===== config.mk =====
export PLATFORM = sky130hd
export DESIGN_NAME = rifl_err_inj_ctrl
export DESIGN_NICKNAME = d
export VERILOG_FILES = /design/src/rtl/rifl_err_inj_pkg.sv /design/src/rtl/rifl_popcount.sv /design/src/rtl/rifl_err_inj_ctrl.sv
export SDC_FILE = /design/constraint.sdc
export NUM_CORES = 1
export LEC_CHECK = 0
export CAP_MARGIN = 20
export CORE_AREA = 3 3 187 189
export DETAILED_ROUTE_END_ITERATION = 10
export DIE_AREA = 0 0 190 192
export PLACE_DENSITY_LB_ADDON = 0.3
export SYNTH_ARGS = -nofsm -noshare
export SYNTH_HDL_FRONTEND = slang
export SYNTH_HIERARCHICAL = 1
export SYNTH_SLANG_ARGS = --single-unit

===== constraint.sdc =====
create_clock -name clk -period 2.85 [get_ports clk]
set_input_delay 0.57 -clock clk [delete_from_list [all_inputs] [get_ports clk]]
set_output_delay 0.57 -clock clk [all_outputs]
set_load 0.1 [all_outputs]

===== src/rtl/rifl_err_inj_pkg.sv =====
// rifl_err_inj_pkg: shared state and mode encodings for the error-injection controller.
package rifl_err_inj_pkg;
  typedef enum logic [1:0] {IDLE, INJECT, GAP} state_e;
  typedef enum logic [1:0] {CONT, BURST, SINGLE, RSVD} mode_e;
endpackage


===== src/rtl/rifl_popcount.sv =====
// rifl_popcount: combinational population count of a DWIDTH-bit vector.
module rifl_popcount #(
  parameter int DWIDTH = 64,
  parameter int OW = $clog2(DWIDTH + 1)
) (
  input  logic [DWIDTH-1:0] in_i,
  output logic [OW-1:0]     cnt_o
);
  always_comb begin
    cnt_o = '0;
    for (int i = 0; i < DWIDTH; i++) cnt_o = cnt_o + OW'(in_i[i]);
  end
endmodule


===== src/rtl/rifl_err_inj_ctrl.sv =====
// rifl_err_inj_ctrl: campaign FSM and registered XOR datapath for link error injection.
// Define RIFL_ERR_INJ_BITCNT_EN to add the bit_err_cnt popcount statistic.
module rifl_err_inj_ctrl
  import rifl_err_inj_pkg::*;
#(
  parameter int DWIDTH = 64,
  parameter int CNT_W = 32
) (
  input  logic              clk,
  input  logic              rst,
  input  logic [1:0]        cfg_mode,
  input  logic [63:0]       cfg_threshold,
  input  logic [15:0]       cfg_burst_len,
  input  logic [15:0]       cfg_gap_len,
  input  logic              start,
  input  logic              stop,
  input  logic              cnt_clr,
  output logic              busy,
  output logic [63:0]       threshold,
  input  logic [DWIDTH-1:0] err_vec,
  input  logic [DWIDTH-1:0] s_tdata,
  input  logic              s_tvalid,
  output logic              s_tready,
  output logic [DWIDTH-1:0] m_tdata,
  output logic              m_tvalid,
  input  logic              m_tready,
`ifdef RIFL_ERR_INJ_BITCNT_EN
  output logic [CNT_W-1:0]  beat_err_cnt,
  output logic [CNT_W-1:0]  bit_err_cnt
`else
  output logic [CNT_W-1:0]  beat_err_cnt
`endif
);
  state_e state_q, state_d;
  mode_e mode_q, mode_d;
  logic [63:0] thr_q, thr_d, threshold_q;
  logic [15:0] blen_q, blen_d, glen_q, glen_d, win_q, win_d, win_inc, blen_eff;
  logic [DWIDTH-1:0] mask, m_tdata_q;
  logic m_tvalid_q, acc;
  logic [CNT_W-1:0] beat_cnt_q;
  assign s_tready = !m_tvalid_q | m_tready;
  assign acc = s_tvalid & s_tready;
  assign mask = state_q == INJECT ? err_vec : '0;
  assign busy = state_q != IDLE;
  assign blen_eff = blen_q == 16'd0 ? 16'd1 : blen_q;
  assign win_inc = win_q + 16'd1;
  assign threshold = threshold_q;
  assign m_tdata = m_tdata_q;
  assign m_tvalid = m_tvalid_q;
  assign beat_err_cnt = beat_cnt_q;
  always_comb begin
    state_d = state_q;
    mode_d = mode_q;
    thr_d = thr_q;
    blen_d = blen_q;
    glen_d = glen_q;
    win_d = win_q;
    if (stop) begin
      state_d = IDLE;
      win_d = '0;
    end else begin
      case (state_q)
        IDLE: if (start && mode_e'(cfg_mode) != RSVD) begin
          state_d = INJECT;
          mode_d = mode_e'(cfg_mode);
          thr_d = cfg_threshold;
          blen_d = cfg_burst_len;
          glen_d = cfg_gap_len;
          win_d = '0;
        end
        // CONT never ends a window, so its counter stays parked at zero
        INJECT: if (acc && mode_q != CONT) begin
          win_d = win_inc == blen_eff ? '0 : win_inc;
          if (win_inc == blen_eff)
            state_d = mode_q == SINGLE ? IDLE : (glen_q == 16'd0 ? INJECT : GAP);
        end
        GAP: if (acc) begin
          win_d = win_inc == glen_q ? '0 : win_inc;
          state_d = win_inc == glen_q ? INJECT : GAP;
        end
        default: state_d = IDLE;
      endcase
    end
  end
  always_ff @(posedge clk) begin
    if (rst) begin
      state_q <= IDLE;
      mode_q <= CONT;
      thr_q <= '0;
      blen_q <= '0;
      glen_q <= '0;
      win_q <= '0;
      threshold_q <= '0;
      m_tdata_q <= '0;
      m_tvalid_q <= 1'b0;
      beat_cnt_q <= '0;
    end else begin
      state_q <= state_d;
      mode_q <= mode_d;
      thr_q <= thr_d;
      blen_q <= blen_d;
      glen_q <= glen_d;
      win_q <= win_d;
      threshold_q <= state_d != IDLE ? thr_d : '0;
      if (acc) m_tdata_q <= s_tdata ^ mask;
      m_tvalid_q <= acc | (m_tvalid_q & !m_tready);
      if (cnt_clr) beat_cnt_q <= '0;
      else if (acc && |mask && !(&beat_cnt_q)) beat_cnt_q <= beat_cnt_q + CNT_W'(1);
    end
  end
`ifdef RIFL_ERR_INJ_BITCNT_EN
  localparam int PW = $clog2(DWIDTH + 1);
  logic [PW-1:0] pc;
  logic [CNT_W:0] bit_sum;
  logic [CNT_W-1:0] bit_cnt_q;
  rifl_popcount #(.DWIDTH(DWIDTH)) u_popcount (.in_i(mask), .cnt_o(pc));
  assign bit_sum = {1'b0, bit_cnt_q} + (CNT_W + 1)'(pc);
  assign bit_err_cnt = bit_cnt_q;
  always_ff @(posedge clk) begin
    if (rst || cnt_clr) bit_cnt_q <= '0;
    else if (acc) bit_cnt_q <= bit_sum[CNT_W] ? '1 : bit_sum[CNT_W-1:0];
  end
`endif
endmodule


==> metrics.md, run 1 <==
| Metric | Value |
|---|---|
| Hold worst-path end | `thr_q[46]` |
| Hold path depth | `2` |
| Clock power share | `38.9%` |
| Final GP Congestion | `approximately 0.95` |
| FMAX | `0.349 GHz` |
| Period utilisation layout | `101%` |
| Part of the power in registers | `40.8%` |
| Vias per Instance | `between 5 and 6` |
| Site Rows | `67` |
| CP Capture Type | `flip-flop` |
| H-tree depth | `1` |
| Port Buffers | `around 400` |
| Layout Nets | `around 2.3k` |
| Antenna violations before repair | `10` |
| First-pass GRT wire length | `around 74,000 um` |
| Switch Pwr | `between 2 and 3 mW` |
| Reg2Reg Depth | `12` |
| Congestion Overflow GR | `0` |
| R2R Setup Slk | `-20 ps` |
| Post-synth top cells | `dfxtp_1 (277), nor2_1 (240), nand2_1 (176)` |
| Largest net degree at the start of global routing | `around 120` |
| Cells along the critical path | `buf_4 -> nand4_4 -> nor4_4 -> buf_4 -> xnor3_1 -> nand2_4 -> or3_4 -> o41ai_4 -> buf_12 -> buf_16 -> o211ai_2 -> o31ai_2` |
| Clock slew at reported path FFs | `60 ps` |
| Syn. warnings | `6` |
| Crit path buffers/inverters | `4` |
| PD cells | `494 nW/um2` |
| Max_slew headroom | `27.5%` |
| Vias in the first global route | `between 10k and 15k` |
| Routed wire per std cell | `19.0 um` |
| Int Pwr | `between 7 and 8 mW` |
| Root Buffer | `clkbuf_16` |
| FFs w/ async S/R, synth | `0%` |
| Max cap viols | `0` |
| Synth Cell Area | `between 10,000 and 15,000 um2` |
| Req. time, crit path | `3330 ps` |
| First-pass DRT Iterations | `5` |
| Crit path kind | `reg2reg` |
| Via count | `between 10k and 15k` |
| Worst-case clock buffer depth | `3` |
| Crit path launch type | `flip-flop` |
| Yosys top cell by area | `dfxtp_1` |
| Placed Area | `18,900 um2` |
| Peak supply drop | `between 0.4 and 0.5 mV` |
| Fillers | `roughly 2.8k` |
| HPWL after detailed placement | `around 35,000 um` |
| Clk sinks | `277` |
| Hold_sp | `rst` |
| WL final | `just under 50,000 um` |
| Io pins | `396` |
| Crit path largest cell delay | `about 400 ps` |
| Worst Hold Class | `in2reg` |
| Synth Instances | `around 1.5k` |
| Final setup fails | `5` |
| Worst Path Arrival | `about 3400 ps` |
| RSZ-0062 raised after global routing | `true` |
| Slowest-stage cell, CP | `dfxtp_2` |
| Avg Cell Area, Syn | `between 8 and 9 um2` |
| R2R Path Start | `win_q[6]` |
| Die Y | `roughly 190 um` |
| Die width | `190 um` |
| Area occupied by multi-input gates | `7340 um2` |
| RR Endpoint | `threshold[34]` |
| Net switching fraction of the power | `between 20% and 30%` |
| Register area | `5570 um2` |
| Flops & latches, synth | `~280` |
| Final Util | `around 61%` |
| Final Max Slew Viols | `0` |
| Measured slew at the worst slew-check pin | `1080 ps` |
| Top_reg_cell synth | `dfxtp_1` |
| Most common cell on crit path | `buf_4` |
| Core box area | `between 30,000 and 40,000 um2` |
| Sequential share of the synthesized area | `between 40% and 50%` |
| Final Cell Area | `about 20,000 um2` |
| Syn_nets | `~1.8k` |
| Lkg Pwr | `just under 8 nW` |
| Outcome | `finished with violations` |
| Most frequent cell after synthesis | `dfxtp_1` |
| Die area | `36,500 um2` |
| ANT nets after route | `0` |
| Yosys cell types | `just under 70` |
| Synth top area cells | `dfxtp_1 (42%), nor2_1 (6.8%), xor2_1 (6.3%)` |
| Worst-path maximum fanout | `18` |
| CP startpoint | `win_q[6]` |
| Post-synth EDFFs | `0` |
| DR iter-0 viols | `810` |
| CP top delay family | `simple AND/OR/NAND/NOR gates` |
| Comb pwr share | `approximately 20%` |
| Skew final | `10.7 ps` |
| Share of post-route cells with drive strength above 1 | `a little over a quarter` |
| # DRC | `0` |
| Hold violation count in the final report | `0` |
| Initial cell density of the core | `approximately two fifths` |
| Yosys top cell area share | `a little over two fifths` |
| Setup ws final | `-19.2 ps` |
| Area growth, synth to finish | `53.5%` |
| Tmin final | `2870 ps` |
| CTS buffer count | `31` |
| Failing checks | `negative setup slack` |
| CTS tree | `done` |
| Worst-Skew Late Latency | `570 ps` |
| Gr usage total | `about a quarter` |
layout by cell type, fill, tap and decap left out, drive strengths merged, types with 5 or more instances in the layout:
| cell | synthesis | routed |
|---|---|---|
| and3 | 8 | 8 |
| nor3 | 21 | 21 |
| xnor2 | 28 | 28 |
| nor2b | 6 | 6 |
| nand3 | 35 | 35 |
| mux2i | 66 | 66 |
| nand2b | 5 | 5 |
| ha | 6 | 6 |
| inv | 15 | 16 |
| clkinv | 0 | 5 |
| nor2 | 241 | 241 |
| and2 | 9 | 9 |
| clkdlybuf4s50 | 0 | 231 |
| o211ai | 81 | 81 |
| o21ai | 22 | 22 |
| or4 | 8 | 8 |
| o31ai | 64 | 64 |
| a211oi | 66 | 66 |
| or3 | 7 | 7 |
| and4 | 8 | 8 |
| nand4 | 33 | 33 |
| o2111ai | 5 | 5 |
| diode | 0 | 9 |
| dfxtp | 277 | 277 |
| nand2 | 177 | 177 |
| buf | 37 | 405 |
| clkbuf | 94 | 50 |
| o22ai | 5 | 5 |
| nor4 | 35 | 35 |
| xor2 | 96 | 96 |
| a21oi | 49 | 49 |
routing by layer:
metal	GRT usage, %	up-vias	wire length [um]	part of all wire (%)
met4	9.13	0	1460	3.0
li1	-	6596	-	-
met3	5.77	87	3780	7.8
met5	0	-	0	0
met2	44.6	494	24200	50
met1	30.2	6437	19300	40
flip-flops by register name, indices dropped and copies added (netlist names):
name	count
mode_q	2
beat_err_cnt	32
win_q	16
m_tdata	64
blen_q	16
m_tvalid	1
state_q	2
thr_q	64
glen_q	16
threshold	64
cells by family after synthesis:
logic type	count (synthesis)	synth area share, %
AOI/OAI and AO/OA	318	18.2
muxes	66	4.98
xor gates and xnor gates	127	8.70
adders and majority gates	6	0.566
DFF	277	41.8
buffers and inverters	146	4.92
and+or+nand+nor	606	20.8
worst max path at each step:
stage | to | depth (start not counted)
2_1_floorplan | threshold[21] | 12
6_report | threshold[34] | 12
5_1_grt | threshold[34] | 11
3_5_place_dp | beat_err_cnt[10] | 11
4_1_cts | threshold[34] | 12
3_3_place_gp | beat_err_cnt[11] | 11
repair_timing:
action | CTS | global route
gates cloned | 2 | 4
hold buffers | 0 | 0
pin swaps | 10 | 12
setup buffers | 5 | 4
setup endpoints to repair | 79 | 102
resized for setup | 30 | 40
stage by stage:
| step | cells | TNS, ps | setup slack, ps | power (mW) | hold WS [ps] |
|---|---|---|---|---|---|
| 2_1_floorplan | 1546 | 0 | 0.0346 | 5.30 | 437 |
| 3_3_place_gp | 2487 | -24190 | -561 | 6.17 | 450 |
| 3_5_place_dp | 2487 | -27720 | -552 | 6.19 | 463 |
| 4_1_cts | 2549 | -3.22 | -3.22 | 10.1 | 260 |
| 5_1_grt | 2565 | -5580 | -130 | 10.4 | 264 |
| 6_report | 2566 | -32.0 | -19.2 | 10.1 | 268 |
final cells by class:
cell class	instances	share of cell area, %
flip-flops and latches	277	27.3
well taps	448	2.75
clock inverters	8	0.406
clock buffers	47	4.45
multi-input cells	1123	36.0
inverters	15	0.276
diodes	9	0.111
repair buffers	639	28.6
power groups by stage:
stage | Combinational, mW | Clock [mW] | Sequential, mW
detailed placement | 2.01 | 0 | 4.18
floorplan | 0.534 | 0 | 4.77
global placement | 1.99 | 0 | 4.18
global route | 2.16 | 4.15 | 4.11
finish | 2.05 | 3.91 | 4.10
CTS | 2.03 | 3.99 | 4.10
(Power assumes the default switching activity.)
==> inputs of run 2 (changes only) <==
CORE_AREA = 2 2 186 188   (was 3 3 187 189)
DIE_AREA = 0 0 188 190   (was 0 0 190 192)
SLEW_MARGIN = 0   (was default)
clock period = 3.5 ns   (was 2.85 ns; I/O delays follow)
==> run 2 against run 1 <==
Against the previous run: the flow now finishes without violations; count of clock-buffer cells in the layout decreased by 2; power down 18%; fmax is 14% lower; worst hold slack better by 190 ps; highest routed layer is now met5; die area shrank 2.1%; largest cell class unchanged; critical path depth shrank 1; utilization shrank 5.5 points; clock power decreased by 14%; combinational power down 26%; critical path type unchanged; via count decreased by 4.9%.
==> metrics.md, run 2 (same netlist as run 1, synthesis figures left out) <==
| Metric | Value |
|---|---|
| Root Buffer | `clkbuf_16` |
| Site Rows | `68 (+1.5%)` |
| Die width | `188 um (-1.1%)` |
| Worst-case clock buffer depth | `3 (unchanged)` |
| Antenna violations before repair | `7 (-3)` |
| Final GP Congestion | `0.919 (-2.8%)` |
| Gr usage total | `24.4% (-0.94 points)` |
| Clock slew at reported path FFs | `70 ps (about the same)` |
| PD cells | `437 nW/um2 (-12%)` |
| Final setup fails | `0 (-5)` |
| Final Max Slew Viols | `0 (unchanged)` |
| Period utilisation layout | `95.3% (-5.4 points)` |
| Crit path kind | `reg2reg` |
| Hold path depth | `2 (unchanged)` |
| H-tree depth | `1 (unchanged)` |
| ANT nets after route | `0 (unchanged)` |
| Area growth, synth to finish | `41.8%` |
| Initial cell density of the core | `39.1% (-0.58 points)` |
| WHS | `456 ps (+188 ps)` |
| First-pass DRT Iterations | `5 (unchanged)` |
| Vias per Instance | `5.42 (+2.2%)` |
| # DRC | `0 (unchanged)` |
| Worst-Skew Late Latency | `580 ps (about the same)` |
| Routed wire per std cell | `19.3 um (+1.8%)` |
| Congestion Overflow GR | `0 (unchanged)` |
| Die area | `35,700 um2 (-2.1%)` |
| HPWL after detailed placement | `32,500 um (-8.3%)` |
| Req. time, crit path | `3990 ps (+660 ps)` |
| RR Endpoint | `threshold[53]` |
| Commonest non-fill, non-tap cells in the layout | `clkdlybuf4s50_1 (342), dfxtp_1 (277), nor2_1 (240)` |
| Measured slew at the worst slew-check pin | `1090 ps (+10.8 ps)` |
| CTS tree | `done` |
| Via count | `12.9k (-4.9%)` |
| DR iter-0 viols | `733 (-9.5%)` |
| R2R Setup Slk | `170 ps (+180 ps)` |
| CP Capture Type | `flip-flop` |
| Worst-path maximum fanout | `16 (-2)` |
| Crit path largest cell delay | `540 ps (+130 ps)` |
| Hold violation count in the final report | `0 (unchanged)` |
| R2R Path Start | `win_q[1]` |
| Fillers | `3,073 (+7.9%)` |
| CTS hold repair buffers | `0 (unchanged)` |
| Tmin final | `3330 ps (+465 ps)` |
| Hold_sp | `mode_q[1]` |
| Port Buffers | `395 (unchanged)` |
| CTS buffer count | `31 (unchanged)` |
| CP Depth | `11 (-1)` |
| Io pins | `396 (unchanged)` |
| First-pass GRT wire length | `69,700 um (-5.3%)` |
| FMAX | `0.300 GHz (-14%)` |
| Most common cell after layout, fill and taps aside | `clkdlybuf4s50_1` |
| Cells along the critical path | `ha_2 -> nand4_1 -> or4_1 -> nand3_1 -> nand2_1 -> or3_1 -> o41ai_4 -> buf_4 -> buf_8 -> o211ai_1 -> o31ai_1` |
| Largest net degree at the start of global routing | `147 (+21%)` |
| Vias in the first global route | `12.4k (-8.1%)` |
| Clk sinks | `277 (unchanged)` |
| Lkg Pwr | `6.59 nW (-16%)` |
| CP top delay family | `simple AND/OR/NAND/NOR gates` |
| Register area | `5550 um2 (-0.38%)` |
| Core box area | `33,900 um2 (+1.5%)` |
| Hold worst-path end | `mode_q[1]` |
| Max cap viols | `0 (unchanged)` |
| Crit path launch type | `flip-flop` |
| Slowest-stage cell, CP | `or4_1` |
| Peak supply drop | `0.377 mV (-24%)` |
| Reg2Reg Depth | `11 (-1)` |
| Share of post-route cells with drive strength above 1 | `11.7% (-15 points)` |
| Area occupied by multi-input gates | `7140 um2 (-2.7%)` |
| Crit path buffers/inverters | `2 (-2)` |
| Worst Hold Class | `reg2reg` |
| Skew final | `9.27 ps (-1.44 ps)` |
| Outcome | `finished clean` |
| WL final | `46,100 um (-5.4%)` |
| Layout Nets | `2,145 (-7.8%)` |
| Worst Path Arrival | `3820 ps (+470 ps)` |
| Die Y | `190 um (-1.0%)` |
| Max_slew headroom | `26.8% (-0.70 points)` |
| Total negative slack | `0 ps (+32.0 ps)` |
| Final Util | `55.4% (-5.5 points)` |
-- run 2: cell types whose count changed in the layout (fill, tap and decap cells not counted), moves of 4 or more --
cell	delta
buf_12	-16
buf_6	-12
clkbuf_1	-4
nor4_1	+4
dfxtp_1	+17
dfxtp_2	-17
clkdlybuf4s50_1	+111
buf_4	-261
diode_2	-4
-- run 2: how the worst max path moves through the flow --
| stage | slack (ps) | to | from |
|---|---|---|---|
| 2_1_floorplan | 5 | threshold[42] | m_tvalid |
| 3_3_place_gp | -200 | beat_err_cnt[4] | err_vec[18] |
| 3_5_place_dp | -270 | beat_err_cnt[6] | err_vec[18] |
| 4_1_cts | 80 | state_q[1] | win_q[1] |
| 5_1_grt | -20 | threshold[35] | win_q[1] |
| 6_report | 170 | threshold[53] | win_q[1] |
-- run 2: power by group --
group / total [mW] / switching [mW] / internal (mW)
clock network: 3.37 / 1.34 / 2.03
logic: 1.51 / 0.972 / 0.535
registers: 3.35 / 0.0726 / 3.27
total: 8.22 / 2.39 / 5.84
-- run 2: worst min-delay path: cells and delay by family (launching register included) --
family,cells,cell delay (ps)
flip-flops,1,310
AO/OA/AOI/OAI,1,50
AND/OR/NAND/NOR,1,50
-- run 2: metal layers --
| layer | part of all wire [%] | vias up | GRT usage (%) |
|---|---|---|---|
| li1 | - | 6198 | - |
| met1 | 40 | 6148 | 29.4 |
| met2 | 48 | 493 | 42.3 |
| met3 | 7.7 | 99 | 5.96 |
| met4 | 3.5 | 4 | 8.63 |
| met5 | 0.050 | - | 0 |
-- run 2: what timing repair did --
action / in CTS / in global routing
setup endpoints to repair: 0 / 77
endpoints found under the hold margin: 0 / 0
setup buffers: 0 / 4
gates resized for setup: 0 / 12
-- run 2: stage by stage --
stage / instance area, um2 / std cells / setup slack, ps / power (mW)
2_1_floorplan: 13300 / 1546 / 4.62 / 4.31
3_3_place_gp: 17600 / 2322 / -195 / 4.90
3_5_place_dp: 17600 / 2322 / -271 / 4.91
4_1_cts: 18700 / 2375 / 79.7 / 8.28
5_1_grt: 18800 / 2386 / -15.4 / 8.49
6_report: 18800 / 2386 / 166 / 8.22
-- run 2: area by class of cell --
cell class,instances,area share [%]
clock inverter,8,0.718
clock buffer,45,4.88
multi-input combinational,1123,38.0
timing repair buffer,458,23.6
antenna,5,0.0665
sequential,277,29.5
tap,455,3.03
inverter,15,0.299
